File: config.mk
export PLATFORM = sky130hd
export DESIGN_NAME = banco_reg_wb_arbiter
export DESIGN_NICKNAME = d
export VERILOG_FILES = /design/src/rtl/banco_reg_wb_arbiter.sv
export SDC_FILE = /design/constraint.sdc
export NUM_CORES = 1
export LEC_CHECK = 0
export CELL_PAD_IN_SITES_DETAIL_PLACEMENT = 0
export CELL_PAD_IN_SITES_GLOBAL_PLACEMENT = 1
export CORE_ASPECT_RATIO = 0.75
export CORE_MARGIN = 3
export CORE_UTILIZATION = 27
export DETAILED_ROUTE_END_ITERATION = 10
export PLACE_DENSITY = 0.8
export SLEW_MARGIN = 0
export SYNTH_ARGS = -nofsm -noshare
export SYNTH_HDL_FRONTEND = slang
export SYNTH_SLANG_ARGS = --single-unit
File: constraint.sdc
create_clock -name iCLK -period 4.3 [get_ports iCLK]
set_input_delay 0.86 -clock iCLK [delete_from_list [all_inputs] [get_ports iCLK]]
set_output_delay 0.86 -clock iCLK [all_outputs]
set_load 0.005 [all_outputs]
File: src/rtl/banco_reg_wb_arbiter.sv
// Write-back arbiter for the single register-file write port: round-robin among
// NREQ sources with bounded burst locking; registered outputs feed the file directly.
module banco_reg_wb_arbiter #(
    parameter int NREQ     = 3,
    parameter int LOCK_MAX = 4
) (
    input  logic                 iCLK,
    input  logic                 iRST_N,
    input  logic [NREQ-1:0]      iReq,
    input  logic [NREQ-1:0]      iLock,
    input  logic [5*NREQ-1:0]    iAddr,
    input  logic [32*NREQ-1:0]   iData,
    output logic [NREQ-1:0]      oGnt,
    output logic                 oRegWrite,
    output logic [4:0]           oWriteRegister,
    output logic [31:0]          oWriteData,
    output logic [15:0]          oStallCnt
);

    localparam int PW = (NREQ > 1) ? $clog2(NREQ) : 1;
    localparam int LW = $clog2(LOCK_MAX + 1);
    localparam logic [LW-1:0] LOCK_MAX_C = LW'(LOCK_MAX);

    logic [NREQ-1:0] gnt_q, gnt_d;
    logic            we_q, we_d;
    logic [4:0]      wr_q, wr_d;
    logic [31:0]     wd_q, wd_d;
    logic [PW-1:0]   ptr_q, ptr_d;
    logic [LW-1:0]   lcnt_q, lcnt_d;
    logic [15:0]     stall_q, stall_d;

    logic [NREQ-1:0] elig;
    logic [NREQ-1:0] rr_set;
    logic [NREQ-1:0] win_oh;
    logic            hold;
    int              hold_idx;
    logic            cont;
    logic            win_vld;
    int              win_idx;
    int              rr_idx;

    always_comb begin
        // NOTE: every signal written here gets a default first, so no path can infer a latch.
        elig     = iReq & ~(gnt_q & ~iLock);
        rr_set   = elig & ~gnt_q;
        hold     = 1'b0;
        hold_idx = 0;
        win_vld  = 1'b0;
        win_idx  = 0;
        rr_idx   = 0;
        win_oh   = '0;
        lcnt_d   = '0;
        we_d     = 1'b0;
        wr_d     = wr_q;
        wd_d     = wd_q;
        ptr_d    = ptr_q;
        stall_d  = stall_q;

        for (int k = 0; k < NREQ; k++) begin
            if (gnt_q[k] && iLock[k] && iReq[k]) begin
                hold     = 1'b1;
                hold_idx = k;
            end
        end

        // A locked holder keeps the port until the bound is hit and someone else is waiting.
        cont = hold && ((lcnt_q < LOCK_MAX_C) || (rr_set == '0));

        if (cont) begin
            win_vld = 1'b1;
            win_idx = hold_idx;
            lcnt_d  = (lcnt_q == LOCK_MAX_C) ? lcnt_q : lcnt_q + 1'b1;
        end else begin
            for (int i = 0; i < NREQ; i++) begin
                rr_idx = int'(ptr_q) + i;
                if (rr_idx >= NREQ) rr_idx = rr_idx - NREQ;
                if (!win_vld && rr_set[rr_idx]) begin
                    win_vld = 1'b1;
                    win_idx = rr_idx;
                end
            end
        end

        if (win_vld) begin
            win_oh[win_idx] = 1'b1;
            wr_d  = iAddr[win_idx*5 +: 5];
            wd_d  = iData[win_idx*32 +: 32];
            we_d  = (iAddr[win_idx*5 +: 5] != 5'd0);
            ptr_d = (win_idx == NREQ - 1) ? '0 : PW'(win_idx + 1);
        end

        gnt_d = win_oh;

        if (((elig & ~win_oh) != '0) && (stall_q != 16'hFFFF))
            stall_d = stall_q + 16'd1;
    end

    always_ff @(posedge iCLK) begin
        // NOTE: sequential state uses non-blocking assignments so all flops update together.
        if (!iRST_N) begin
            gnt_q   <= '0;
            we_q    <= 1'b0;
            wr_q    <= '0;
            wd_q    <= '0;
            ptr_q   <= '0;
            lcnt_q  <= '0;
            stall_q <= '0;
        end else begin
            gnt_q   <= gnt_d;
            we_q    <= we_d;
            wr_q    <= wr_d;
            wd_q    <= wd_d;
            ptr_q   <= ptr_d;
            lcnt_q  <= lcnt_d;
            stall_q <= stall_d;
        end
    end

    assign oGnt           = gnt_q;
    assign oRegWrite      = we_q;
    assign oWriteRegister = wr_q;
    assign oWriteData     = wd_q;
    assign oStallCnt      = stall_q;

endmodule
* Word-level counts from Yosys, hierarchy flattened
Cells that the tools add are included.
Storage, ports and cells: bits of input ports 119, word-level logic and storage cells 91, bits in registers 62
Operators by class: bitwise operators 8, reduce and logical (&&, ||, !) cells 19, muxes and demuxes 34, order comparisons 9, shift operators 2, eq/ne operators 3, add/subtract/negate cells 8, $mul 1
Operator list (number):
- 32-bit two-way mux | 11
- 32-bit by 4-bit < comparator with 1-bit output (second input constant) | 4
- 96-bit by 32-bit indexed part select with 32-bit output | 1
- 32-bit by 3-bit == test with 1-bit output (second input constant) | 1
- 32-bit by 1-bit greater-or-equal comparator with 1-bit output (second input constant) | 1
- 32-bit by 4-bit multiplier with 32-bit output (second input constant) | 1
- 15-bit by 32-bit indexed part select with 5-bit output | 1
- 1-bit two-way mux | 17
- 16-bit by 1-bit adder with 16-bit output (second input constant) | 1
- 16-bit inequality test (second input constant) | 1
- 3-bit AND | 4
- 3-bit inverter | 4
- 1-bit logical AND | 11
- 3-bit by 2-bit subtractor with 4-bit output (second input constant) | 2
- 1-bit binary-select mux with 2-bit select | 3
- 3-bit by 2-bit greater-or-equal comparator with 1-bit output (second input constant) | 2
- 5-bit nonzero test | 1
- 2-bit AND reduction | 2
- 2-bit by 1-bit adder with 3-bit output (second input constant) | 1
- 2-bit by 2-bit adder with 3-bit output (second input constant) | 1
- 3-bit by 1-bit adder with 3-bit output (second input constant) | 1
- 3-bit == test (second input constant) | 1
- 3-bit logical NOT | 1
- 3-bit < comparator (second input constant) | 1
- other kinds (9) | 10

* Longest topological paths before layout
Gate-level depths: netlist (run 1).
depth after elaboration 31, gate-level depth with buffers 22, gate-level depth less buffers 20

* Worst setup path before layout (run 1)
OpenSTA, ideal clock, no wires.
kind input to register, start point input port iReq[2], end point register we_q, in the netlist oRegWrite, library setup time 79 ps, slack -257 ps, cell stages on the path 17, arrival 4478 ps, cell sequence nor2b_2 -> o31ai_2 -> nand2b_2 -> nand2_4 -> buf_6 -> buf_2 -> buf_1 -> ha_1 -> ha_1 -> inv_1 -> fa_1 -> nand2b_1 -> or3b_2 -> o21ai_0 -> o221ai_1 -> and4_1 -> a211oi_2
Between the ends: cells in the longest elaborated chain, start to end 18, elaborated cells on any way between the ends 35
Ends and longest elaborated chain:
- from (decl) | line 9 | input logic [NREQ-1:0] iReq,
- 3-bit AND | line 44 | elig = iReq & ~(gnt_q & ~iLock);
- 3-bit AND | line 45 | rr_set = elig & ~gnt_q;
- 1-bit binary-select mux with 2-bit select | line 77 | if (!win_vld && rr_set[rr_idx]) begin
- 1-bit two-way mux (implied by the code) (2 in a row) | line 77
- 1-bit two-way mux | line 77
- 1-bit two-way mux | line 69 | if (cont) begin
- 1-bit logical NOT | line 77
- 1-bit logical AND | line 77
- 1-bit two-way mux | line 77
- 1-bit two-way mux | line 69
- 1-bit logical NOT | line 77
- 1-bit logical AND | line 77
- 32-bit two-way mux | line 77
- 32-bit two-way mux | line 69
- 32-bit by 4-bit multiplier with 32-bit output | line 88 | we_d = (iAddr[win_idx*5 +: 5] != 5'd0);
- 15-bit by 32-bit indexed part select with 5-bit output | line 88
- 5-bit nonzero test | line 88
- to (signal assigned) | line 110 | we_q <= we_d;
- to (decl) | line 25 | logic we_q, we_d;
Parallel ways exist; a longest one is shown, timed or not. The select of a mux whose other input is x is not followed. A chain may end at the register's enable or synchronous reset.

* Worst setup path after layout (run 1)
start point register ptr_q[1], end point register we_q, in the netlist oRegWrite
Between the ends: cells in the longest elaborated chain, start to end 19, elaborated cells on any way between the ends 41
Ends and longest elaborated chain:
- from (decl) | line 28 | logic [PW-1:0] ptr_q, ptr_d;
- from (signal assigned) | line 113 | ptr_q <= ptr_d;
- parallel branches: the longest is 19 deep, another holds 3-bit by 2-bit subtractor with 4-bit output
Parallel ways; which one is timed is not known. The select of a mux whose other input is x is not followed.

==> summary.md, run 1 <==
| Metric | Value |
|---|---|
| Pre-CTS worst setup slack | `-0.621 ns` |
| Synth top area share | `0.290` |
| Post-route design area | `6990 sq um` |
| Hold WS | `0.501 ns` |
| Multi-input logic area | `2880 sq um` |
| Most Used Layer, Global Route | `met2` |
| Buffers added on ports | `175` |
| Routed wire length per instance | `15.4 um` |
| End of the worst hold path | `lcnt_q[1]$_SDFFE_PN0N_` |
| Buf/Inv on CP | `3` |
| Crit-path cells | `inv_1, ha_2, nor3b_1, a21o_1, a222oi_1, o2111ai_1, a21o_1, ha_1, inv_1, fa_2, xnor2_2, buf_4, nand2_1, nand3_1, a32oi_1, o22a_1, o221a_2, and4_1, a211oi_2` |
| CP max FO | `8` |
| Worst path max stage delay | `0.44 ns` |
| Crit end category | `register` |
| Iteration count of the initial detailed-routing pass | `5` |
| Io pins | `176` |
| Number of CTS-inserted buffers | `9` |
| Initial DRC count | `304` |
| Final worst path period need | `4.14 ns` |
| Core area | `15400 sq um` |
| Util after Layout | `0.455` |
| Most common cell in the netlist | `nor2_1` |
| Root buffer cell | `clkbuf_16` |
| Crit path launch type | `register` |
| Max H-tree Level | `3` |
| Worst path required time | `4.53 ns` |
| CTS tree | `done` |
| Pwr Density | `603 nW/um^2` |
| Layout cell share with drive strength beyond 1 | `0.165` |
| Worst r2r path cells | `19` |
| Hold Path Class | `reg -> reg` |
| Yosys warnings | `0` |
| Reg2reg end | `oRegWrite$_SDFF_PN0_` |
| Final HPWL DP | `11500 um` |
| Starting Density | `0.278` |
| Cell area after synthesis | `4280 sq um` |
| GR Util met1 | `0.229` |
| Power Total | `4.21 mW` |
| Final WS setup | `0.158 ns` |
| Cell types with the highest counts after synthesis | `91 x nor2_1, 80 x nand2_1, 62 x dfxtp_1, 34 x a22oi_1, 33 x a31oi_1` |
| Vias in the first global route | `4963` |
| Area leader, netlist | `dfxtp_1` |
| Register area share after synthesis | `0.290` |
| RePlAce Congestion | `0.856` |
| R2R Path Start | `ptr_q[1]$_SDFFE_PN0P_` |
| Via Count | `4983` |
| DRT antenna net count | `0` |
| First-pass GRT wire length | `24400 um` |
| # setup viols final | `0` |
| Clock Sinks | `62` |
| Worst-margin pin slew | `0.935 ns` |
| Area Growth Syn to Fin | `63.5%` |
| Reg area | `1240 sq um` |
| Die width | `151 um` |
| Hold path start | `lcnt_q[1]$_SDFFE_PN0N_` |
| F_max | `241 MHz` |
| Syn_area_per_cell | `7.50 sq um` |
| Hold Buf Count CTS | `0` |
| Post-Syn Nets | `707` |
| R2r setup slk | `0.16 ns` |
| Max cap viols | `0` |
| Met2 Use GR | `0.269` |
| Max Buffers Root-to-Sink | `2` |
| Synth cell types | `74` |
| Setup Skew | `0.00682 ns` |
| Fill count | `1487` |
| Vias per cell | `5.02` |
| Final cycle utilization of the critical path | `0.963` |
| Hold path depth | `2` |
| Largest cells by area after synthesis | `dfxtp_1 29%, nor2_1 8.0%, nand2_1 7.0%` |
| Number of flops mapped to enable cells by yosys | `0` |
| Seq cells post-synth | `62` |
| Static Leak | `2.85 nW` |
| Skew-Pair Late Insertion Delay | `0.33 ns` |
| Peak supply drop | `0.000254 V` |
| Crit-path slowest cell | `a222oi_1` |
| Clk pin slew, worst setup/hold paths | `0.05 ns` |
| Final hold vios | `0` |
| Initial antenna violation count | `0` |
| Slew Limit Fails | `0` |
| Ys async rst share | `0` |
| Critical path origin | `ptr_q[1]$_SDFFE_PN0P_` |
| Kind of critical path | `reg -> reg` |
| Critical Path AT | `4.38 ns` |
| Die height | `115 um` |
| DR DRC count | `0` |
| Final cell count without fillers | `993` |
| Mapped Cells | `570` |
| Critical path's top delay family | `compound AO/OA/AOI/OAI gates` |
| Grt ovf | `0` |
| Ant. Diodes | `0` |
| Dpl cells | `962` |
| Post-DP Area | `6520 sq um` |
| Largest net degree at the start of global routing | `54` |
| Total GRT Usage | `0.174` |
| Nets | `921` |
| Die area | `17400 sq um` |
| Top FF cell, synth | `dfxtp_1` |
| Rel. slew slack | `0.376` |
| Final setup TNS | `0 ns` |
| GR Util met3 | `0.0634` |
| WL final | `15300 um` |
| Status | `completed` |
| Rows | `39` |
[layer usage]
layer | vias up | routed length (um)
met4 | 0 | 250
met5 | - | 0
li1 | 2461 | -
met2 | 202 | 6730
met3 | 22 | 1450
met1 | 2298 | 6910
[state kept, by name, indices dropped and copies added (netlist names)]
name	flops
oGnt	3
oWriteRegister	5
oWriteData	32
oRegWrite	1
ptr_q	2
lcnt_q	3
oStallCnt	16
[how the worst max path moves through the flow]
stage | cells past startpoint | end | slack, ns
CTS | 16 | oRegWrite$_SDFF_PN0_ | 0.01
floorplan | 17 | oRegWrite$_SDFF_PN0_ | 0.01
detailed placement | 16 | oRegWrite$_SDFF_PN0_ | -0.62
global route | 21 | oRegWrite$_SDFF_PN0_ | -0.06
global placement | 16 | oRegWrite$_SDFF_PN0_ | -0.60
finish | 19 | oRegWrite$_SDFF_PN0_ | 0.16
[cells in the final DEF, fill, tap and decap left out, drive strengths merged, types with 7 or more instances in the layout]
cell type      instances
nor3                   7
inv                   22
and3                  10
nand3                 20
o21ai                 26
a31oi                 33
and2                   7
clkdlybuf4s50        169
a21oi                 12
nand2                 81
a211oi                10
ha                    17
xnor2                  8
a22oi                 34
buf                   66
clkbuf                14
dfxtp                 62
nor2                  91
[logic make-up (layout without fill, tap and decap cells)]
| logic type | Yosys count | after routing | share of synthesized area |
|---|---|---|---|
| AND/OR/NAND/NOR | 252 | 252 | 0.280 |
| AO/OA/AOI/OAI | 153 | 153 | 0.253 |
| flip-flops | 62 | 62 | 0.290 |
| buffers and inverters | 60 | 278 | 0.0573 |
| adder cells (fa/ha/maj) | 18 | 18 | 0.0544 |
| multiplexers | 14 | 14 | 0.0421 |
| XOR/XNOR | 11 | 11 | 0.0225 |
[worst register-to-register path, delay by kind of cell, from the launching register on]
family / cells / cell delay [ns]
compound gates: 8 / 1.79
xor+xnor: 1 / 0.22
fa+ha+maj: 3 / 0.97
buf+inv: 3 / 0.35
flops: 1 / 0.31
simple gates: 4 / 0.41
[what timing repair did]
action,4_1_cts,5_1_grt
gates resized for setup,9,24
buffers inserted,11,5
setup endpoints to repair,4,5
pin swaps,4,9
cloned,0,0
[report_power, final]
group | internal (mW) | switching [mW]
combinational | 1.30 | 1.34
sequential | 0.743 | 0.110
clock | 0.459 | 0.256
[cell type report]
cell class,count,area share
Clock buffer,11,0.0347
Clock inverter,4,0.00680
Multi-Input combinational cell,448,0.412
Tap cell,205,0.0367
Timing Repair Buffer,241,0.321
Sequential cell,62,0.178
Inverter,22,0.0118
Note: power is estimated with default switching activity, not from simulation.
==> run 2: changes to the inputs <==
--- a/config.mk
+++ b/config.mk
@@ -5,13 +5,14 @@
 export SDC_FILE = /design/constraint.sdc
 export NUM_CORES = 1
 export LEC_CHECK = 0
+export ABC_AREA = 1
 export CELL_PAD_IN_SITES_DETAIL_PLACEMENT = 0
 export CELL_PAD_IN_SITES_GLOBAL_PLACEMENT = 1
-export CORE_ASPECT_RATIO = 0.75
+export CORE_ASPECT_RATIO = 2
 export CORE_MARGIN = 3
-export CORE_UTILIZATION = 27
+export CORE_UTILIZATION = 26
 export DETAILED_ROUTE_END_ITERATION = 10
-export PLACE_DENSITY = 0.8
+export PLACE_DENSITY = 0.83
 export SLEW_MARGIN = 0
 export SYNTH_ARGS = -nofsm -noshare
 export SYNTH_HDL_FRONTEND = slang
==> summary.md, run 2 <==
| Metric | Value |
|---|---|
| Die area | `18400 sq um (+5.8%)` |
| Root buffer cell | `clkbuf_16` |
| Max H-tree Level | `3 (unchanged)` |
| Layout cell share with drive strength beyond 1 | `0.139 (-0.0263)` |
| Number of CTS-inserted buffers | `9 (unchanged)` |
| Post-Syn Nets | `827 (+17%)` |
| Nets | `1019 (+11%)` |
| Largest cells by area after synthesis | `dfxtp_1 29%, nand2_1 18%, nand3_1 8.4%` |
| Register area share after synthesis | `0.285 (-0.00492)` |
| Multi-input logic area | `2830 sq um (-1.5%)` |
| Routed wire length per instance | `15.5 um (+0.16%)` |
| Crit end category | `register` |
| F_max | `241 MHz (-0.31%)` |
| Most Used Layer, Global Route | `met2` |
| Hold Path Class | `reg -> reg` |
| Via Count | `5273 (+5.8%)` |
| Vias in the first global route | `5123 (+3.2%)` |
| Reg2reg end | `oRegWrite$_SDFF_PN0_` |
| Synth cell types | `37 (-50%)` |
| CTS tree | `done` |
| Power Total | `5.57 mW (+32%)` |
| Synth top area share | `0.285 (-0.00492)` |
| Cell area after synthesis | `4350 sq um (+1.7%)` |
| Seq cells post-synth | `62 (unchanged)` |
| Critical Path AT | `4.37 ns (about the same)` |
| Worst r2r path cells | `27 (+8)` |
| Starting Density | `0.266 (-0.0122)` |
| Rows | `66 (+69%)` |
| Area leader, netlist | `dfxtp_1` |
| CP max FO | `7 (-1)` |
| Cell types with the highest counts after synthesis | `205 x nand2_1, 73 x nand3_1, 62 x dfxtp_1, 54 x inv_1, 52 x a21oi_1` |
| Util after Layout | `0.426 (-0.0294)` |
| Area Growth Syn to Fin | `59.9%` |
| Fill count | `1752 (+18%)` |
| Largest net degree at the start of global routing | `70 (+30%)` |
| Met2 Use GR | `0.352 (+0.0824)` |
| Max Buffers Root-to-Sink | `2 (unchanged)` |
| Max cap viols | `0 (unchanged)` |
| R2R Path Start | `ptr_q[0]$_SDFFE_PN0P_` |
| Reg area | `1240 sq um (unchanged)` |
| Io pins | `176 (unchanged)` |
| WL final | `16900 um (+10%)` |
| Peak supply drop | `0.000412 V (+63%)` |
| Final cycle utilization of the critical path | `0.966 (+0.00302)` |
| Die height | `189 um (+64%)` |
| RePlAce Congestion | `0.856 (about the same)` |
| Hold Buf Count CTS | `0 (unchanged)` |
| Mapped Cells | `690 (+21%)` |
| Hold path start | `oWriteData[23]$_SDFFE_PN0P_` |
| Skew-Pair Late Insertion Delay | `0.33 ns (about the same)` |
| Final HPWL DP | `12600 um (+9.8%)` |
| Pwr Density | `800 nW/um^2 (+33%)` |
| Clock Sinks | `62 (unchanged)` |
| Slew Limit Fails | `0 (unchanged)` |
| GR Util met3 | `0.0284 (-0.0350)` |
| R2r setup slk | `0.27 ns (+0.11 ns)` |
| GR Util met1 | `0.176 (-0.0526)` |
| Die width | `97.5 um (-36%)` |
| Ys async rst share | `0 (unchanged)` |
| Buffers added on ports | `175 (unchanged)` |
| Iteration count of the initial detailed-routing pass | `5 (unchanged)` |
| Crit path launch type | `primary input` |
| Initial DRC count | `255 (-16%)` |
| Total GRT Usage | `0.176 (+0.00277)` |
| Final worst path period need | `4.16 ns (+0.0130 ns)` |
| Vias per cell | `4.83 (-3.8%)` |
| Clk pin slew, worst setup/hold paths | `0.05 ns (about the same)` |
| Rel. slew slack | `0.437 (+0.0608)` |
| Most common cell in the netlist | `nand2_1` |
| # setup viols final | `0 (unchanged)` |
| Kind of critical path | `in -> reg` |
| Worst path required time | `4.51 ns (-0.02 ns)` |
| Static Leak | `2.81 nW (-1.6%)` |
| Most common cell after layout, fill and taps aside | `nand2_1` |
| Post-DP Area | `6460 sq um (-0.83%)` |
| Syn_area_per_cell | `6.30 sq um (-16%)` |
| DRT antenna net count | `0 (unchanged)` |
| Status | `completed` |
| End of the worst hold path | `oWriteData[23]$_SDFFE_PN0P_` |
| Worst-margin pin slew | `0.844 ns (-0.0910 ns)` |
| Core area | `16400 sq um (+6.4%)` |
| Commonest non-fill, non-tap cells in the layout | `191 x nand2_1, 171 x clkdlybuf4s50_1, 63 x nand3_1, 61 x dfxtp_1, 52 x a21oi_1` |
| Number of flops mapped to enable cells by yosys | `0 (unchanged)` |
| DR DRC count | `0 (unchanged)` |
| Final hold vios | `0 (unchanged)` |
| First-pass GRT wire length | `26000 um (+6.9%)` |
| Post-route design area | `6960 sq um (-0.50%)` |
| Hold path depth | `2 (unchanged)` |
| Max FFs per register | `32 (unchanged)` |
| Initial antenna violation count | `0 (unchanged)` |
| Setup Skew | `0.00533 ns (-0.00150 ns)` |
| Top FF cell, synth | `dfxtp_1` |
| Yosys warnings | `0 (unchanged)` |
| Grt ovf | `0 (unchanged)` |
[run 2: cells by family (layout without fill, tap and decap cells)]
logic type,after synthesis,in the layout,synth area share
fa+ha+maj,18,18,0.0535
compound gates,146,146,0.202
other cells,0,1,0
buf+inv,102,299,0.0972
xor+xnor,6,6,0.0121
simple gates,356,356,0.350
flops,62,62,0.285
[run 2: final cells by class]
type	instances	area share
Clock inverter	5	0.00486
Timing Repair Buffer	220	0.302
Multi-Input combinational cell	526	0.407
Antenna cell	1	0.000360
Inverter	62	0.0342
Sequential cell	62	0.179
Timing Repair inverter	1	0.00108
Tap cell	204	0.0367
Clock buffer	11	0.0349
[run 2: worst max path at each step]
stage,start,to,slack (ns),depth (start not counted)
after floorplan,iReq[0],oRegWrite$_SDFF_PN0_,0.002,30
after global placement,iReq[2],oRegWrite$_SDFF_PN0_,-0.46,27
after detailed placement,iReq[2],oRegWrite$_SDFF_PN0_,-0.47,29
after CTS,ptr_q[0]$_SDFFE_PN0P_,oRegWrite$_SDFF_PN0_,0.006,31
after global routing,iLock[0],oRegWrite$_SDFF_PN0_,-0.05,25
final,iLock[0],oRegWrite$_SDFF_PN0_,0.14,24
[run 2: what timing repair did]
action / 4_1_cts / 5_1_grt
cloned: 1 / 0
endpoints found under the setup margin: 6 / 9
gates resized for setup: 11 / 39
buffers inserted: 0 / 7
pin swaps: 2 / 19
[run 2: routing by layer]
metal  part of all wire  vias up
li1                   -     2713
met5                  0        -
met2               0.58      136
met4              0.029        0
met1               0.36     2398
met3              0.032       26
[run 2: metrics by stage]
step                instances  worst slack, ns  TNS [ns]  hold WS (ns)
finish                   1092            0.145         0         0.462
global route             1091          -0.0496    -0.147         0.483
floorplan                 690          0.00200         0         0.462
CTS                      1084          0.00612         0         0.463
detailed placement       1067           -0.473     -2.79         0.454
global placement         1067           -0.460     -2.68         0.451
[run 2: report_power, final]
group,switching (mW),internal [mW],total [mW]
sequential,0.102,0.767,0.869
clock,0.267,0.406,0.673
combinational,2.44,1.58,4.02
[run 2: critical path: stages]
cell and delay [ns]:
clkdlybuf4s50_1 0.45, nand2_1 0.07, o211ai_1 0.20, nand2_1 0.13, buf_4 0.15, nand4_1 0.15, inv_2 0.08, ha_4 0.26
ha_2 0.15, inv_1 0.04, fa_2 0.33, or2_4 0.24, nand2_4 0.09, clkinvlp_4 0.20, nand2_2 0.13, inv_2 0.05
nand3_1 0.11, nand3_2 0.10, nand3_1 0.12, nand3_1 0.08, nand2_1 0.09, nand3_1 0.07, nor2_1 0.13, a21oi_2 0.06
